**src/rtl/mips_pkg.sv**
```systemverilog
// Shared definitions for the MIPS front end: word width, reset/bubble encodings,
// fetch FSM states and the PC increment helper.
package mips_pkg;

    localparam int WORD_W = 32;

    localparam logic [WORD_W-1:0] RESET_PC_DFLT  = 32'h0000_0000;
    localparam logic [WORD_W-1:0] NOP_INSTR_DFLT = 32'h0000_0000;  // sll $0,$0,0

    typedef enum logic [1:0] {
        ST_IDLE  = 2'd0,
        ST_FETCH = 2'd1,
        ST_HOLD  = 2'd2
    } fetch_state_e;

    // 32-bit modulo: 32'hFFFF_FFFC wraps to zero
    function automatic logic [WORD_W-1:0] pc_inc(input logic [WORD_W-1:0] pc);
        return pc + 32'd4;
    endfunction

endpackage

```
**src/rtl/if_fetch_if.sv**
```systemverilog
// Fetch-stage bundle: ID-stage control, instruction-memory handshake and the
// IF outputs feeding the if_id pipeline register.
interface if_fetch_if;
    import mips_pkg::*;

    logic              stall;
    logic              br_taken;
    logic [WORD_W-1:0] br_target;
    logic              imem_req;
    logic [WORD_W-1:0] imem_addr;
    logic              imem_ack;
    logic [WORD_W-1:0] imem_data;
    logic [WORD_W-1:0] IF_ir;
    logic [WORD_W-1:0] IF_npc;
    logic              IF_valid;

    modport master (
        input  stall, br_taken, br_target, imem_ack, imem_data,
        output imem_req, imem_addr, IF_ir, IF_npc, IF_valid
    );

    modport slave (
        output stall, br_taken, br_target, imem_ack, imem_data,
        input  imem_req, imem_addr, IF_ir, IF_npc, IF_valid
    );

endinterface

```
**src/rtl/if_hold_buf.sv**
```systemverilog
// One-entry parking slot for an instruction that arrived while ID was stalled.
// Clear wins over load so a redirect always discards the parked word.
module if_hold_buf
    import mips_pkg::*;
(
    input  logic              clk,
    input  logic              rst,
    input  logic              load_i,
    input  logic              clear_i,
    input  logic [WORD_W-1:0] ir_i,
    input  logic [WORD_W-1:0] npc_i,
    output logic [WORD_W-1:0] ir_o,
    output logic [WORD_W-1:0] npc_o,
    output logic              valid_o
);

    logic [WORD_W-1:0] ir_q;
    logic [WORD_W-1:0] npc_q;
    logic              valid_q;

    always_ff @(posedge clk or posedge rst) begin
        if (rst) begin
            ir_q    <= '0;
            npc_q   <= '0;
            valid_q <= 1'b0;
        end else if (clear_i) begin
            valid_q <= 1'b0;
        end else if (load_i) begin
            ir_q    <= ir_i;
            npc_q   <= npc_i;
            valid_q <= 1'b1;
        end
    end

    assign ir_o    = ir_q;
    assign npc_o   = npc_q;
    assign valid_o = valid_q;

endmodule

```
**src/rtl/if_fetch.sv**
```systemverilog
// Instruction-fetch stage: owns the PC, issues imem requests and registers
// IF_ir/IF_npc/IF_valid for if_id. All outputs come straight from flops.
//
//   state    | meaning
//   ST_IDLE  | first cycle after reset release, no request
//   ST_FETCH | request out at pc, capture/bubble on each edge
//   ST_HOLD  | ID stalled with a word parked in the hold buffer
module if_fetch
    import mips_pkg::*;
#(
    parameter logic [WORD_W-1:0] RESET_PC  = RESET_PC_DFLT,
    parameter logic [WORD_W-1:0] NOP_INSTR = NOP_INSTR_DFLT
) (
    input  logic        clk,
    input  logic        rst,
    if_fetch_if.master  bus
);

    fetch_state_e      state_q, state_d;
    logic [WORD_W-1:0] pc_q, pc_d;
    logic [WORD_W-1:0] ir_q, ir_d;
    logic [WORD_W-1:0] npc_q, npc_d;
    logic              valid_q, valid_d;
    logic              req_q;

    logic              buf_load, buf_clear, buf_valid;
    logic [WORD_W-1:0] buf_ir, buf_npc;
    logic [WORD_W-1:0] pc_inc_w;

    assign pc_inc_w = pc_inc(pc_q);

    if_hold_buf u_hold_buf (
        .clk     (clk),
        .rst     (rst),
        .load_i  (buf_load),
        .clear_i (buf_clear),
        .ir_i    (bus.imem_data),
        .npc_i   (pc_inc_w),
        .ir_o    (buf_ir),
        .npc_o   (buf_npc),
        .valid_o (buf_valid)
    );

    always_comb begin
        state_d   = state_q;
        pc_d      = pc_q;
        ir_d      = ir_q;
        npc_d     = npc_q;
        valid_d   = valid_q;
        buf_load  = 1'b0;
        buf_clear = 1'b0;

        // Redirect overrides stall, ack and any parked word
        if (bus.br_taken) begin
            pc_d      = bus.br_target & ~32'h3;
            buf_clear = 1'b1;
            ir_d      = NOP_INSTR;
            valid_d   = 1'b0;
            state_d   = ST_FETCH;
        end else begin
            case (state_q)
                ST_IDLE: state_d = ST_FETCH;
                ST_FETCH: begin
                    if (bus.imem_ack) begin
                        if (bus.stall) begin
                            buf_load = 1'b1;
                            state_d  = ST_HOLD;
                        end else begin
                            ir_d    = bus.imem_data;
                            npc_d   = pc_inc_w;
                            valid_d = 1'b1;
                            pc_d    = pc_inc_w;
                        end
                    end else if (!bus.stall) begin
                        ir_d    = NOP_INSTR;
                        valid_d = 1'b0;
                    end
                end
                ST_HOLD: begin
                    if (!bus.stall && buf_valid) begin
                        ir_d      = buf_ir;
                        npc_d     = buf_npc;
                        valid_d   = 1'b1;
                        pc_d      = pc_inc_w;
                        buf_clear = 1'b1;
                        state_d   = ST_FETCH;
                    end
                end
                default: state_d = ST_IDLE;
            endcase
        end
    end

    always_ff @(posedge clk or posedge rst) begin
        if (rst) begin
            state_q <= ST_IDLE;
            pc_q    <= RESET_PC;
            ir_q    <= NOP_INSTR;
            npc_q   <= '0;
            valid_q <= 1'b0;
            req_q   <= 1'b0;
        end else begin
            state_q <= state_d;
            pc_q    <= pc_d;
            ir_q    <= ir_d;
            npc_q   <= npc_d;
            valid_q <= valid_d;
            req_q   <= (state_d == ST_FETCH);
        end
    end

    assign bus.imem_req  = req_q;
    assign bus.imem_addr = pc_q;
    assign bus.IF_ir     = ir_q;
    assign bus.IF_npc    = npc_q;
    assign bus.IF_valid  = valid_q;

endmodule

```
**src/flat_wrapper.sv**
```systemverilog
// flat-port wrapper written by rule: the top's interface ports become plain ports
module if_fetch_flat import mips_pkg::*;
#(
    parameter logic [WORD_W-1:0] RESET_PC  = RESET_PC_DFLT,
    parameter logic [WORD_W-1:0] NOP_INSTR = NOP_INSTR_DFLT
)
  (clk, rst, bus_stall, bus_br_taken, bus_br_target, bus_imem_ack, bus_imem_data, bus_imem_req, bus_imem_addr, bus_IF_ir, bus_IF_npc, bus_IF_valid);
  if_fetch_if bus_i ();
  input  logic clk;
  input  logic rst;
  input wire logic [$bits(bus_i.stall)-1:0] bus_stall;
  input wire logic [$bits(bus_i.br_taken)-1:0] bus_br_taken;
  input wire logic [$bits(bus_i.br_target)-1:0] bus_br_target;
  input wire logic [$bits(bus_i.imem_ack)-1:0] bus_imem_ack;
  input wire logic [$bits(bus_i.imem_data)-1:0] bus_imem_data;
  output wire logic [$bits(bus_i.imem_req)-1:0] bus_imem_req;
  output wire logic [$bits(bus_i.imem_addr)-1:0] bus_imem_addr;
  output wire logic [$bits(bus_i.IF_ir)-1:0] bus_IF_ir;
  output wire logic [$bits(bus_i.IF_npc)-1:0] bus_IF_npc;
  output wire logic [$bits(bus_i.IF_valid)-1:0] bus_IF_valid;
  assign bus_i.stall = bus_stall;
  assign bus_i.br_taken = bus_br_taken;
  assign bus_i.br_target = bus_br_target;
  assign bus_i.imem_ack = bus_imem_ack;
  assign bus_i.imem_data = bus_imem_data;
  assign bus_imem_req = bus_i.imem_req;
  assign bus_imem_addr = bus_i.imem_addr;
  assign bus_IF_ir = bus_i.IF_ir;
  assign bus_IF_npc = bus_i.IF_npc;
  assign bus_IF_valid = bus_i.IF_valid;
  if_fetch #(.RESET_PC(RESET_PC), .NOP_INSTR(NOP_INSTR)) u_core (.clk(clk), .rst(rst), .bus(bus_i));
endmodule
```
**config.mk**
```make
export PLATFORM = sky130hd
export DESIGN_NAME = if_fetch_flat
export DESIGN_NICKNAME = d
export VERILOG_FILES = /design/src/rtl/mips_pkg.sv /design/src/rtl/if_fetch_if.sv /design/src/rtl/if_hold_buf.sv /design/src/rtl/if_fetch.sv /design/src/flat_wrapper.sv
export SDC_FILE = /design/constraint.sdc
export NUM_CORES = 1
export LEC_CHECK = 0
export BUFFER_PORTS_ARGS = -buffer_cell sky130_fd_sc_hd__buf_2
export CORE_ASPECT_RATIO = 1.1
export CORE_MARGIN = 2
export CORE_UTILIZATION = 59
export CTS_CLUSTER_DIAMETER = 150
export CTS_CLUSTER_SIZE = 28
export DETAILED_ROUTE_END_ITERATION = 8
export HOLD_SLACK_MARGIN = 0.03
export PLACE_DENSITY = 0.86
export SYNTH_ARGS = -nofsm -noshare
export SYNTH_HDL_FRONTEND = slang
export SYNTH_SLANG_ARGS = --single-unit
```
**constraint.sdc**
```tcl
create_clock -name clk -period 12.1 [get_ports clk]
set_input_delay 1.21 -clock clk [delete_from_list [all_inputs] [get_ports clk]]
set_output_delay 1.21 -clock clk [all_outputs]
set_load 0.02 [all_outputs]
```
# After elaboration in Yosys (flattened, before gate mapping)
# Index checks and enable logic that the tools add are counted.
[op_classes]
addsub = 1
n_eq_ne = 9
mux = 33
bitwise = 2
reduce_logical = 10
[op_table]
columns = ["cell", "n"]
rows = [
  ["$mux 32", 10],
  ["$pmux 32 s2", 3],
  ["$add 32x3->32 const B", 1],
  ["$mux 1", 14],
  ["$mux 2", 4],
  ["$ne 3x3->1 const B", 2],
  ["$pmux 2 s3", 1],
  ["$reduce_and 5->1", 1],
  ["$eq 2x1->1 const B", 2],
  ["$ne 2x2->1 const B", 2],
  ["$reduce_and 4->1", 1],
  ["$reduce_bool 2->1", 2],
  ["$ne 3x2->1 const B", 1],
  ["$reduce_and 3->1", 1],
  ["$reduce_bool 3->1", 1],
  ["$eq 2x2->1 const B", 1],
  ["$logic_not 2->1", 1],
  ["$ne 2x1->1 const B", 1],
  ["$not 1->1", 2],
  ["$pmux 1 s2", 1],
  ["$reduce_and 2->1", 1],
  ["$logic_and 1x1->1", 1],
  ["$logic_not 1->1", 1],
]
[totals]
ff_bits = 165
input_bits = 69
output_inout_bits = 98
elab_cells = 64

# Depth between registers and ports, before layout
# Gate-level depths: netlist of the first run.
[logic_depth]
depth_word = 7
mapped_depth = 8
ltp_nobuf = 6

# Cells and area by module
# A second synthesis of the first run with hierarchy kept.
[hier_totals]
cells_unflattened = 742
area_unflattened_um2 = 8206.6
[by_module_without_submodules]
columns = ["module", "instances", "cells_each", "area_each_um2", "seq_area_each_um2"]
rows = [
  ["if_fetch", 1, 602, 5469.0, 2452.4],
  ["if_hold_buf", 1, 140, 2737.6, 1626.6],
]

# Least setup slack after synthesis of the first run
# No wires, ideal clock.
[synth_path]
kind = "in2reg"
startpoint = "input port bus_imem_ack"
endpoint = "register u_core.npc_q[5], in the netlist u_core.bus.IF_npc[5]"
setup_ns = 0.136
arrival_ns = 2.423
required_ns = 11.964
slack_ns = 9.541
path_stages = 8
path_buffers = 3
cell_sequence = "nand3b_1 -> a21oi_1 -> nand2b_1 -> clkbuf_1 -> buf_2 -> buf_1 -> nand2_1 -> o21ai_0"
[synth_via]
elab_chain_cells = 2
[synth_lines]
columns = ["element", "line_no", "source"]
rows = [
  ["start: declaration", "flat_wrapper.sv:14", "input wire logic [$bits(bus_i.imem_ack)-1:0] bus_imem_ack;"],
  ["$ne 2x2->1 (no line)", "-", ""],
  ["$reduce_and 5->1 (no line)", "-", ""],
  ["end signal: assignment", "if_fetch.sv:106", "npc_q <= npc_d;"],
  ["end: declaration", "if_fetch.sv:22", "logic [WORD_W-1:0] npc_q, npc_d;"],
]
# No other way between the ends.
# A chain may end at the register's enable or synchronous reset.

# Worst setup path in the final report of the first run
[layout_path]
startpoint = "input port bus_br_taken"
endpoint = "register u_core.u_hold_buf.ir_q[2], in the netlist u_core.u_hold_buf.ir_o[2]"
[layout_via]
elab_chain_cells = 3
word_cells_on_any_way = 4
[layout_lines]
columns = ["element", "line_no", "source"]
rows = [
  ["start: declaration", "flat_wrapper.sv:12", "input wire logic [$bits(bus_i.br_taken)-1:0] bus_br_taken;"],
  ["$mux 1", "if_fetch.sv:54", "if (bus.br_taken) begin"],
  ["$not 1->1 (no line)", "-", ""],
  ["$reduce_and 2->1 (no line) *", "-", ""],
  ["end signal: assignment", "if_hold_buf.sv:29", "ir_q <= ir_i;"],
  ["end: declaration", "if_hold_buf.sv:17", "logic [WORD_W-1:0] ir_q;"],
]
# Mark *: on every way between the ends. The rest lies on a longest branch, timed or not.

==> impl_metrics.env, run 1 <==
export IMPL_status="completed"
export IMPL_slew_viol_final=0
export IMPL_place_congestion=0.814
export IMPL_async_reset_ff_share_pct=100
export IMPL_final_common_cell="buf_2"
export IMPL_grt_pass1_vias=5689
export IMPL_fin_worst_hold_slack_ns=0.471
export IMPL_fmax_mhz=347
export IMPL_critPathTopFamily="buffers and inverters"
export IMPL_area_growth_pct=18.7
export IMPL_grt_overflow_total=0
export IMPL_ctsRootBufferMaster="clkbuf_16"
export IMPL_relSlewSlack_pct=32.5
export IMPL_power_leakage_nw=4.20
export IMPL_cts_sinks=159
export IMPL_core_area_sq_mm=0.0125
export IMPL_yosysWarnings=0
export IMPL_crit_required_ns=12.39
export IMPL_hold_path_class="flip-flop to flip-flop"
export IMPL_h_tree_depth=4
export IMPL_place_ws_ns=8.82
export IMPL_worst_pin_slew_ns=1.01
export IMPL_antenna_found_initial=0
export IMPL_fin_crit_sh_pct=23.8
export IMPL_port_buffer_count=160
export IMPL_fin_tns_setup_ns=0
export IMPL_cts_made_buffers=17
export IMPL_cts_tree="done"
export IMPL_wl_mm=16.8
export IMPL_worst_setup_path_end_kind="flip-flop"
export IMPL_cts_buffer_depth=2
export IMPL_ys_ff_latch=159
export IMPL_slowest_stage="buf_4"
export IMPL_arrival_ns=3.18
export IMPL_first_iter_violations=650
export IMPL_drc=0
export IMPL_mostFrequentLayoutCells="160 x buf_2, 159 x dfrtp_1, 97 x nand2_1"
export IMPL_synth_area_top_cells="dfrtp_1 53%, mux2_2 5.6%, nand2_1 4.9%, o21ai_0 4.7%, mux2i_1 4.5%"
export IMPL_syn_area_sq_mm=0.00750
export IMPL_synthCells=741
export IMPL_final_min_clock_period_ns=2.88
export IMPL_final_util_pct=71.0
export IMPL_powerDensity_mw_per_mm2=166
export IMPL_nets=941
export IMPL_vias_per_cell=5.72
export IMPL_setup_viol=0
export IMPL_dp_hpwl_mm=11.2
export IMPL_rsz0062_at_grt="no"
export IMPL_grt_max_degree=88
export IMPL_critPathLaunchType="primary input"
export IMPL_path_clk_slew_ns=0.06
export IMPL_fp_dieH_microns=122
export IMPL_hold_viol_final=0
export IMPL_wl_per_cell_microns=16.2
export IMPL_die_area_sq_mm=0.0136
export IMPL_crit_fanout=87
export IMPL_synth_edf_count=0
export IMPL_diodes=0
export IMPL_crit_path_cell_trace="buf_2, nor3b_2, buf_4, mux2_2"
export IMPL_synth_distinct_cells=49
export IMPL_synth_top_area_share_pct=53.1
export IMPL_synth_seq_area_share_pct=53.1
export IMPL_yosys_area_top_type="dfrtp_1"
export IMPL_r2r_setup_slack_ns=9.31
export IMPL_grt_pass1_wl_mm=27.9
export IMPL_setup_ws_ns=9.22
export IMPL_io_pins=167
export IMPL_drv_cap=0
export IMPL_post_cts_buffers=0
export IMPL_grt_total_usage_pct=25.5
export IMPL_num_rows=43
export IMPL_fillers=912
export IMPL_ctsHoldBuffers=0
export IMPL_start_util_pct=59.8
export IMPL_worst_path_buf_inv=2
export IMPL_drive_above_1_share_pct=29.3
export IMPL_ir_drop_v=0.000112
export IMPL_cpPeakStageDelay_ns=0.77
export IMPL_vias=5953
export IMPL_crit_type="primary input to flip-flop"
export IMPL_post_cts_resize_count=0
export IMPL_clk_latency_ns=0.42
export IMPL_die_w_microns=111
export IMPL_clock_skew_ns=0.0106
export IMPL_firstDrtPassIters=5
export IMPL_ys_flop_type="dfrtp_1"
export IMPL_postRouteAntennaNets=0
export IMPL_avgSynthCellArea_sq_um=10.1
final cells by class:
type,instances,area (sq um),share of cell area [%]
multi-input cells,520,3250,36.5
repair buffers,168,861,9.67
clock buffers,19,453,5.09
clock inverters,13,138,1.55
well taps,157,196,2.21
inverters,5,23.8,0.267
flip-flops and latches,159,3980,44.7
per-stage QoR:
stage / instances / total power [mW] / instance area, sq um
after floorplan: 744 / 0.865 / 7510
after global placement: 1009 / 0.946 / 8310
after detailed placement: 1009 / 0.960 / 8310
after CTS: 1041 / 1.49 / 8900
after global routing: 1041 / 1.55 / 8900
final: 1041 / 1.48 / 8900
flip-flops by register name (all words and copies together), names as in the netlist:
register / flops
u_core.bus.IF_npc: 30
u_core.u_hold_buf.valid_o: 1
u_core.bus.IF_ir: 32
u_core.bus.imem_req: 1
u_core.bus.imem_addr: 30
u_core.u_hold_buf.ir_o: 32
u_core.u_hold_buf.npc_o: 30
u_core.bus.IF_valid: 1
u_core.state_q: 2
worst reg2reg max path: stages, from the launching register on:
cell and delay, ns:
dfrtp_1 0.55, ha_1 0.27, nand3_1 0.31, nor4_4 0.85, nand3_1 0.23, xor2_1 0.31, a21oi_1 0.12
power by group:
| part | switching [mW] | leakage (nW) | internal (mW) |
|---|---|---|---|
| Clock | 0.212 | 0.285 | 0.315 |
| Sequential | 0.0624 | 1.95 | 0.623 |
| Combinational | 0.158 | 1.96 | 0.108 |
final timing paths:
path	startpoint	end	depth (start not counted)
max	bus_br_taken	u_core.u_hold_buf.ir_o[2]$_DFFE_PP0P_	4
min	u_core.bus.IF_npc[18]$_DFFE_PP0P_	u_core.bus.IF_npc[18]$_DFFE_PP0P_	1
max reg2reg	u_core.bus.imem_addr[2]$_DFFE_PP0P_	u_core.u_hold_buf.npc_o[26]$_DFFE_PP0P_	6
min reg2reg	u_core.bus.IF_npc[18]$_DFFE_PP0P_	u_core.bus.IF_npc[18]$_DFFE_PP0P_	1
max in group asynchronous	rst	u_core.bus.IF_npc[2]$_DFFE_PP0P_	3
min in group asynchronous	rst	u_core.bus.IF_valid$_DFFE_PP0P_	2
cell usage after synthesis (2+ instances only):
| master | instances |
|---|---|
| a211oi_1 | 3 |
| a21o_1 | 6 |
| a21oi_1 | 40 |
| a22oi_1 | 2 |
| a31oi_1 | 3 |
| and3_1 | 3 |
| and4_1 | 3 |
| buf_1 | 2 |
| buf_2 | 10 |
| buf_4 | 6 |
| buf_6 | 2 |
| clkbuf_1 | 39 |
| dfrtp_1 | 159 |
| inv_1 | 5 |
| mux2_2 | 37 |
| mux2i_1 | 34 |
| nand2_1 | 97 |
| nand2b_1 | 4 |
| nand3_1 | 19 |
| nand3b_1 | 5 |
| nand4_1 | 15 |
| nor2_1 | 63 |
| nor2b_1 | 2 |
| nor3_1 | 6 |
| nor3_2 | 8 |
| nor3b_1 | 2 |
| o211ai_1 | 6 |
| o21ai_0 | 70 |
| o21ai_1 | 8 |
| o22ai_1 | 10 |
| or3_1 | 3 |
| xnor2_1 | 31 |
| xor2_1 | 22 |
kinds of logic (layout without fill, tap and decap cells):
kind of cell / count (synthesis) / in the layout / synth area share, %
AOI/OAI and AO/OA: 152 / 152 / 11.1
other: 1 / 4 / 0.0500
muxes: 71 / 71 / 10.1
xor gates and xnor gates: 53 / 53 / 6.19
buffers and inverters: 65 / 205 / 3.94
adders and majority gates: 1 / 1 / 0.167
and+or+nand+nor: 239 / 239 / 15.4
DFF: 159 / 159 / 53.1
routing by layer:
| metal | track usage (%) | share of wire, % | vias to the layer above |
|---|---|---|---|
| met5 | 0 | 0 | - |
| met4 | 7.79 | 1.1 | 0 |
| met3 | 4.25 | 6.1 | 17 |
| met2 | 41.5 | 48 | 241 |
| met1 | 35.9 | 45 | 2887 |
| li1 | - | - | 2808 |
Power figures use the tool's default switching activity.
==> run 2, diff against run 1 <==
CORE_UTILIZATION = 49   (was 59)
PLACE_DENSITY = 0.76   (was 0.86)
clock period = 2.6 ns   (was 12.1 ns; I/O delays follow)
==> impl_metrics.env, run 2 (synthesis results as in run 1) <==
export IMPL_startpoint="u_core.bus.imem_addr[2]$_DFFE_PP0P_"
export IMPL_cts_made_buffers=17
export IMPL_num_rows=47
export IMPL_fillers=1304
export IMPL_fin_crit_sh_pct=88.9
export IMPL_drc=0
export IMPL_fin_tns_setup_ns=0
export IMPL_post_cts_buffers=0
export IMPL_ctsRootBufferMaster="clkbuf_16"
export IMPL_final_min_clock_period_ns=2.31
export IMPL_crit_required_ns=2.88
export IMPL_hold_viol_final=0
export IMPL_grt_overflow_total=0
export IMPL_wl_per_cell_microns=15.4
export IMPL_start_util_pct=50.0
export IMPL_power_mw=7.26
export IMPL_hp_start="bus_br_target[26]"
export IMPL_io_pins=167
export IMPL_core_area_sq_mm=0.0150
export IMPL_relSlewSlack_pct=55.1
export IMPL_rsz0062_at_grt="no"
export IMPL_vias_per_cell=5.34
export IMPL_wl_met3_microns=930
export IMPL_status="completed"
export IMPL_power_leakage_nw=4.31
export IMPL_arrival_ns=2.59
export IMPL_routed_top_layer="met4"
export IMPL_seq_area_sq_mm=0.00398
export IMPL_grt_max_degree=88
export IMPL_wl_mm=16.8
export IMPL_final_common_cell="buf_2"
export IMPL_cts_sinks=159
export IMPL_firstDrtPassIters=4
export IMPL_antenna_found_initial=0
export IMPL_grt_pass1_wl_mm=27.7
export IMPL_ir_drop_v=0.000464
export IMPL_critPathLaunchType="flip-flop"
export IMPL_wl_met1_mm=7.79
export IMPL_grt_total_usage_pct=21.5
export IMPL_slew_viol_final=0
export IMPL_hold_path_class="primary input to flip-flop"
export IMPL_dp_hpwl_mm=11.4
export IMPL_timing_rr_start="u_core.bus.imem_addr[2]$_DFFE_PP0P_"
export IMPL_ctsHoldBuffers=3
export IMPL_multi_input_area_sq_mm=0.00325
export IMPL_mostFrequentLayoutCells="160 x buf_2, 159 x dfrtp_1, 97 x nand2_1"
export IMPL_nets=953
export IMPL_final_util_pct=61.2
export IMPL_cts_buffer_depth=2
export IMPL_first_iter_violations=326
export IMPL_cts_tree="done"
export IMPL_h_tree_depth=4
export IMPL_die_w_microns=122
export IMPL_die_area_sq_mm=0.0163
export IMPL_crit_fanout=14
export IMPL_diodes=0
export IMPL_grt_pass1_vias=5528
export IMPL_worst_setup_path_end_kind="flip-flop"
export IMPL_drv_cap=0
export IMPL_fmax_mhz=433
export IMPL_clk_latency_ns=0.42
export IMPL_crit_type="flip-flop to flip-flop"
export IMPL_worst_pin_slew_ns=0.672
export IMPL_drive_above_1_share_pct=29.7
export IMPL_clock_skew_ns=0.00661
export IMPL_post_cts_resize_count=0
export IMPL_place_congestion=0.775
export IMPL_met2WireLength_mm=7.88
export IMPL_area_growth_pct=22.4
export IMPL_vias=5828
export IMPL_postRouteAntennaNets=0
export IMPL_powerDensity_mw_per_mm2=791
export IMPL_port_buffer_count=160
export IMPL_setup_viol=0
export IMPL_fp_dieH_microns=134
export IMPL_path_clk_slew_ns=0.06
export IMPL_fin_worst_hold_slack_ns=0.0444
[run 2: cell count changes in the layout (fill, tap and decap cells not counted), sizes merged]
cell / delta
clkbuf: +2
clkinv: -4
bufinv: +4
dlygate4sd3: +3
inv: -2
buf: +9
[run 2: report_power, final]
| group | total [mW] | internal [mW] | switching, mW |
|---|---|---|---|
| clock | 2.82 | 1.85 | 0.974 |
| sequential | 3.17 | 2.90 | 0.273 |
| combinational | 1.26 | 0.521 | 0.742 |
| total | 7.26 | 5.27 | 1.99 |
[run 2: per-stage QoR]
stage | area, sq um | setup slack, ns | cells
2_1_floorplan | 7510 | 0.325 | 744
3_3_place_gp | 8470 | 0.369 | 1057
3_5_place_dp | 8470 | 0.315 | 1057
4_1_cts | 9180 | 0.308 | 1092
5_1_grt | 9180 | 0.152 | 1092
6_report | 9180 | 0.289 | 1092
[run 2: layer usage]
| metal | global-route usage, % | vias up |
|---|---|---|
| met5 | 0 | - |
| li1 | - | 2829 |
| met3 | 4.71 | 21 |
| met2 | 33.0 | 186 |
| met4 | 6.96 | 0 |
| met1 | 30.6 | 2792 |
[run 2: path summary, 6_finish.rpt]
path / endpoint / slack, ns / cells past startpoint
max: u_core.bus.IF_npc[26]$_DFFE_PP0P_ / 0.29 / 7
min: u_core.bus.imem_addr[26]$_DFFE_PP0P_ / 0.04 / 3
max reg2reg: u_core.bus.IF_npc[26]$_DFFE_PP0P_ / 0.29 / 7
min reg2reg: u_core.bus.IF_npc[17]$_DFFE_PP0P_ / 0.48 / 1
max in group asynchronous: u_core.u_hold_buf.npc_o[5]$_DFFE_PP0P_ / 1.35 / 4
min in group asynchronous: u_core.u_hold_buf.ir_o[2]$_DFFE_PP0P_ / 0.43 / 3
[run 2: cell type report]
class,count,share of cell area (%)
flip-flops and latches,159,43.4
multi-input cells,520,35.4
inverters,5,0.245
clock buffers,21,5.02
repair buffers,180,11.0
well taps,196,2.67
clock inverters,11,2.29
[run 2: worst max-delay path, cell delays in order (launching register included)]
cell     delay (ns)
dfrtp_1        0.49
ha_1           0.25
nand3_1        0.31
nor4_4         0.35
buf_4          0.24
nand3_1        0.11
xor2_1         0.29
o22ai_1        0.12
